--- src/rtl/twos_serial_ctrl.sv ---
// rtl/twos_serial_ctrl.sv - word-to-serial sequencer for the bit-serial two's complementer
module twos_serial_ctrl #(
    parameter int W       = 8,
    parameter int SER_LAT = 0
) (
    input  logic         t_clk,
    input  logic         r,
    input  logic [W-1:0] in_data,
    input  logic         in_valid,
    output logic         in_ready,
    output logic [W-1:0] out_data,
    output logic         out_ovf,
    output logic         out_valid,
    input  logic         out_ready,
    output logic         ser_i,
    output logic         ser_start,
    input  logic         ser_y,
    output logic         busy
);

    localparam int            CW         = $clog2(W + 1);
    localparam logic [CW-1:0] ISSUE_LAST = CW'(W - 1);
    localparam logic [CW-1:0] DRAIN_LAST = CW'((SER_LAT > 0) ? (SER_LAT - 1) : 0);
    localparam logic [CW-1:0] CAP_FULL   = CW'(W);
    localparam logic [W-1:0]  MOST_NEG   = {1'b1, {(W-1){1'b0}}};

    typedef enum logic [1:0] {IDLE, SHIFT, DRAIN, DONE} state_t;

    state_t        state;
    logic [W-1:0]  shift_reg;
    logic [W-1:0]  result_reg;
    logic [CW-1:0] issue_cnt;
    logic [CW-1:0] cap_cnt;
    logic          ovf_flag;
    logic          issuing;
    logic          cap_src;
    logic          cap_en;

    assign issuing   = (state == SHIFT);
    assign ser_i     = issuing & shift_reg[0];
    assign ser_start = issuing & (issue_cnt == '0);
    assign busy      = (state != IDLE);
    assign cap_en    = cap_src & (cap_cnt != CAP_FULL);

    // Delay the "bit on the wire" marker by the datapath latency so capture lines up with ser_y
    generate
        if (SER_LAT == 0) begin : g_no_lat
            assign cap_src = issuing;
        end else begin : g_lat
            logic [SER_LAT-1:0] lat_pipe;
            assign cap_src = lat_pipe[SER_LAT-1];
            // Shift register of issue markers, one stage per cycle of datapath latency
            always_ff @(posedge t_clk or posedge r) begin
                if (r) begin
                    lat_pipe <= '0;
                end else begin
                    lat_pipe <= SER_LAT'({lat_pipe, issuing});
                end
            end
        end
    endgenerate

    // Sequencer: accept a word, issue it LSB-first, wait out the latency, hold the result
    always_ff @(posedge t_clk or posedge r) begin
        if (r) begin
            state      <= IDLE;
            shift_reg  <= '0;
            result_reg <= '0;
            issue_cnt  <= '0;
            cap_cnt    <= '0;
            ovf_flag   <= 1'b0;
            in_ready   <= 1'b0;
            out_valid  <= 1'b0;
            out_data   <= '0;
            out_ovf    <= 1'b0;
        end else begin
            if (cap_en) begin
                result_reg <= {ser_y, result_reg[W-1:1]};
                cap_cnt    <= cap_cnt + 1'b1;
            end
            case (state)
                IDLE: begin
                    if (in_valid && in_ready) begin
                        shift_reg  <= in_data;
                        ovf_flag   <= (in_data == MOST_NEG);
                        result_reg <= '0;
                        issue_cnt  <= '0;
                        cap_cnt    <= '0;
                        in_ready   <= 1'b0;
                        state      <= SHIFT;
                    end else begin
                        in_ready <= 1'b1;
                    end
                end
                SHIFT: begin
                    shift_reg <= shift_reg >> 1;
                    if (issue_cnt == ISSUE_LAST) begin
                        issue_cnt <= '0;
                        state     <= (SER_LAT > 0) ? DRAIN : DONE;
                    end else begin
                        issue_cnt <= issue_cnt + 1'b1;
                    end
                end
                DRAIN: begin
                    if (issue_cnt == DRAIN_LAST) begin
                        issue_cnt <= '0;
                        state     <= DONE;
                    end else begin
                        issue_cnt <= issue_cnt + 1'b1;
                    end
                end
                DONE: begin
                    if (out_valid && out_ready) begin
                        out_valid <= 1'b0;
                        in_ready  <= 1'b1;
                        state     <= IDLE;
                    end else begin
                        out_valid <= 1'b1;
                        out_data  <= result_reg;
                        out_ovf   <= ovf_flag;
                    end
                end
                default: state <= IDLE;
            endcase
        end
    end

endmodule

--- config.mk ---
export PLATFORM = sky130hd
export DESIGN_NAME = twos_serial_ctrl
export DESIGN_NICKNAME = d
export VERILOG_FILES = /design/src/rtl/twos_serial_ctrl.sv
export SDC_FILE = /design/constraint.sdc
export NUM_CORES = 1
export LEC_CHECK = 0
export CAP_MARGIN = 20
export CORE_AREA = 2 2 68 70
export CTS_BUF_LIST = sky130_fd_sc_hd__clkbuf_16
export DETAILED_ROUTE_END_ITERATION = 6
export DIE_AREA = 0 0 70 72
export PLACE_DENSITY = 0.67
export SYNTH_ARGS = -nofsm -noshare
export SYNTH_HDL_FRONTEND = slang
export SYNTH_SLANG_ARGS = --single-unit
export TNS_END_PERCENT = 5
--- constraint.sdc ---
create_clock -name t_clk -period 2.6 [get_ports t_clk]
set_clock_uncertainty 0.05 [all_clocks]
set_input_delay 0.26 -clock t_clk [delete_from_list [all_inputs] [get_ports t_clk]]
set_output_delay 0.26 -clock t_clk [all_outputs]
set_load 0.02 [all_outputs]
==> summary.md <==
The flow ran to the end, and the final reports show no timing, DRC or antenna violations. Counting the buffers created by CTS gives 5. Once detail routing completed, the nets flagged for antenna violations numbered 0. The die is 72 um tall. The global-route track usage on met3 was 0.0444; the period utilization was 0.949.

The synthesized design contains 0 enable-type register cells. The maximum clock rate was 405 MHz; the via density per instance was 5.41. For the core outline area, the log shows 4260 um2.

For this block, the initial DRC count from the detailed router was 106. At the worst endpoint, the arrival time is 2.16 ns. The run gives 0 as the number of max-slew violations in the final report.

For the global routing usage summed across all routing layers, the log shows 0.166. Buffers placed on the I/O ports in this run total 26. Synthesis handed over a netlist of 169 instances.

For the worst-skew pair later-pin latency, the log shows 0.28 ns. The actual slew at the worst max-slew pin works out to 0.703 ns. The maximum count of clock buffers along a single path is 2, and the fraction of met2 tracks used by global routing is 0.287. Counting distinct cell types in the post-synthesis netlist gives 35.

Setup repair after global routing left no endpoint under its margin. The routed layout has 1,368 vias. Cell type with the largest total area after synthesis: sky130_fd_sc_hd__dfrtp_1. The HPWL after detailed placement is 2.71 mm. After synthesis the netlist holds a flip-flop and latch count of 38. The number of hold-repair buffers added at the cts stage was 0. In this run the clock root is driven by a sky130_fd_sc_hd__clkbuf_16. The fraction of registers with async set or reset after synthesis came out at 1.00. met2 is the most crowded layer.

Final routed DRC violation total: 0. The kind of capture point of the worst setup path is an output pin. Among all cell types in the netlist, the one instantiated most often is sky130_fd_sc_hd__dfrtp_1. Before antenna repair, the detailed router went through 4 iterations. Internal power: 1880 uW. Via count of the first global-routing pass: 1,416. The run gives 0.577 mV as the worst IR drop on VDD. After layout, the minimum clock period comes to 2.47 ns.

Entering global routing, the biggest net connects 39 pins. The min-delay analysis places its worst path in the category primary input to asynchronous set/reset pin. The fraction of layout instances using a drive strength above 1 came out at 0.209.

H-tree depth reported by CTS: 2. The count of final hold-check violations was 0; the worst path required time was 2.29 ns. The share of synthesized cell area in and, or, nand and nor gates is 0.118. The category of cells accounting for the largest share of critical-path delay is buffers and inverters. For this design the total switching power over the nets is 1040 uW. From left edge to right edge, the die measures 70 um. During I/O placement, the number of pins put on the boundary was 27. After clock tree synthesis, the clock-pin slew on the worst setup and hold paths is 0.06 ns. The critical path buffer and inverter count works out to 3.

Combinational family with the most area after synthesis: multiplexers. The floorplan has 24 rows. The number of nets handed over by synthesis was 191.

The synthesized netlist occupies a cell area of 1900 um2. In the post-synthesis netlist, the biggest area contributors are sky130_fd_sc_hd__dfrtp_1 (50%), sky130_fd_sc_hd__mux2_2 (14%), sky130_fd_sc_hd__ha_1 (5.9%). The run gives 0.463 as the combinational share of power. Setup violations remaining at the end of the flow were counted as 0. The largest driver fanout on the critical path is 9, and the area fraction in compound gates after synthesis is 0.119. The met1 layer usage reported by global route was 0.209; the switching share of power was 0.358.

The logs give 0 for the max-cap violation count and 0 for the overall overflow remaining after global route. The most numerous cell type found on the critical path is sky130_fd_sc_hd__inv_1. The tools report the initial standard-cell utilization of the core as 0.445.

Average wire per cell in the routed design: 14.8 um. By count the netlist is led by sky130_fd_sc_hd__dfrtp_1 (38), sky130_fd_sc_hd__mux2_2 (23), sky130_fd_sc_hd__nand3_1 (18), sky130_fd_sc_hd__a21oi_1 (13), sky130_fd_sc_hd__inv_1 (12). The net count of the finished layout is 222. The share of synthesized area spent on multiplexers works out to 0.155. Main flop type after synthesis: sky130_fd_sc_hd__dfrtp_1.

The fraction of synthesized cell area in xor and xnor cells works out to 0.00924. Sequential cell area fraction in the yosys report: 0.502. The relative contribution of the clock network to total power came out at 0.196. During synthesis, Yosys emitted a total of 0 warnings. For the total design power, the log shows 2920 uW.

In this run the static leakage power is 0.00106 uW. The share of the core filled with cells was 0.557; the adder-cell share of the synthesized area was 0.0594. Clock tree synthesis found a total of 38 sinks. The number of antenna violations at the first check in global routing came out at 0. In the final timing run, aggregate negative setup slack is 0 ns. The fraction of power consumed by sequential logic was 0.340; the filler cell count was 351. The first global-routing pass estimated 6.71 mm of wire. From synthesis to final layout, the design area changed by 25.3%. Walking the worst path, the cells encountered are inv_1, ha_2, inv_1, nor4b_1, clkdlybuf4s50_1.

The kind of start point of the critical path is a flop. The slowest stage of the critical path is the sky130_fd_sc_hd__clkdlybuf4s50_1 cell. The longest individual stage delay on the worst path is 0.67 ns, and the total wire length is 3.74 mm.

For the total setup buffers inserted after CTS, the log shows 0. In this run the power density over the cells is 1230 nW/um2. The register-to-register setup slack is 0.36 ns, and the placer's final routability congestion estimate is 0.763. For the relative slew slack, the log shows 0.528. The type of the worst setup path was flop to output pin. The number of antenna diodes in the final layout is 0.

The post-synthesis area per instance is 11.2 um2. TritonCTS built the clock tree. The die covers 5040 um2. Area fraction of the dominant cell type after synthesis: 0.502.
-- worst register-to-register path: cells and delay by family (launching register included) --
kind	cells	cell delay (ns)
buffers and inverters	3	0.36
flip-flops	1	0.43
multiplexers	1	0.41
AO/OA/AOI/OAI	1	0.57
adder cells (fa/ha/maj)	1	0.29
-- through the flow --
stage                     hold slack, ns  setup WS (ns)  instances  instance area, um2
after detailed placement           0.441          0.247        245                2230
after global placement             0.435          0.397        245                2230
final                              0.338          0.133        253                2380
after CTS                          0.363        0.00342        253                2370
after global routing               0.402         0.0497        253                2380
after floorplan                    0.363          0.580        169                1900
-- power by group through the flow --
stage          Sequential, uW  Combinational, uW  Clock, uW
5_1_grt                  1030               1490        621
3_3_place_gp              979               1310          0
2_1_floorplan            1020                907          0
4_1_cts                   991               1360        582
6_report                  994               1350        573
3_5_place_dp             1000               1360          0
-- metal layers --
layer  share of wire  up-vias
li1                -      664
met3           0.043        2
met2            0.49       30
met5               0        -
met1            0.46      672
met4          0.0053        0
-- cell usage in the layout, fill, tap and decap left out, types with 2 or more instances in the layout --
| master | netlist | routed |
|---|---|---|
| sky130_fd_sc_hd__dfrtp_1 | 38 | 38 |
| sky130_fd_sc_hd__clkdlybuf4s50_1 | 0 | 26 |
| sky130_fd_sc_hd__mux2_2 | 23 | 23 |
| sky130_fd_sc_hd__nand3_1 | 18 | 18 |
| sky130_fd_sc_hd__a21oi_1 | 13 | 13 |
| sky130_fd_sc_hd__inv_1 | 12 | 12 |
| sky130_fd_sc_hd__o21ai_0 | 10 | 10 |
| sky130_fd_sc_hd__ha_1 | 9 | 8 |
| sky130_fd_sc_hd__clkbuf_16 | 0 | 5 |
| sky130_fd_sc_hd__buf_4 | 0 | 5 |
| sky130_fd_sc_hd__nand2_1 | 4 | 4 |
| sky130_fd_sc_hd__o21ai_1 | 3 | 3 |
| sky130_fd_sc_hd__a21bo_2 | 2 | 2 |
| sky130_fd_sc_hd__nand4_1 | 2 | 2 |
| sky130_fd_sc_hd__nand2b_1 | 2 | 2 |
| sky130_fd_sc_hd__mux2i_1 | 2 | 2 |
| sky130_fd_sc_hd__nor4b_1 | 2 | 2 |
| sky130_fd_sc_hd__xor2_1 | 2 | 2 |
| sky130_fd_sc_hd__or2_2 | 2 | 2 |
-- cell families after synthesis --
group                    after synthesis
multiplexers                          26
buffers and inverters                 19
AO/OA/AOI/OAI                         37
flip-flops                            38
XOR/XNOR                               2
AND/OR/NAND/NOR                       38
adder cells (fa/ha/maj)                9
-- layout make-up --
class | instances | area [um2] | area share
tap | 52 | 65.1 | 0.0274
sequential | 38 | 951 | 0.400
timing repair buffer | 31 | 298 | 0.125
inverter | 12 | 45.0 | 0.0190
clock inverter | 3 | 16.3 | 0.00685
multi-input combinational | 112 | 876 | 0.369
clock buffer | 5 | 125 | 0.0527
-- worst paths after layout --
check	end	from	cells after the start
min in group t_clk	shift_reg[0]	shift_reg[0]	1
worst max-delay path	ser_start	state[1]	5
max in group asynchronous	result_reg[1]	r	3
worst min register to register	shift_reg[0]	shift_reg[0]	1
worst min-delay path	shift_reg[7]	r	3
worst max register to register	shift_reg[3]	state[1]	6
-- repair_timing --
item | in CTS | in global routing
hold endpoints to repair | 0 | 0
setup endpoints to repair | 0 | 2
resized for setup | 0 | 1
No activity file was read; power rests on OpenSTA's default activity.
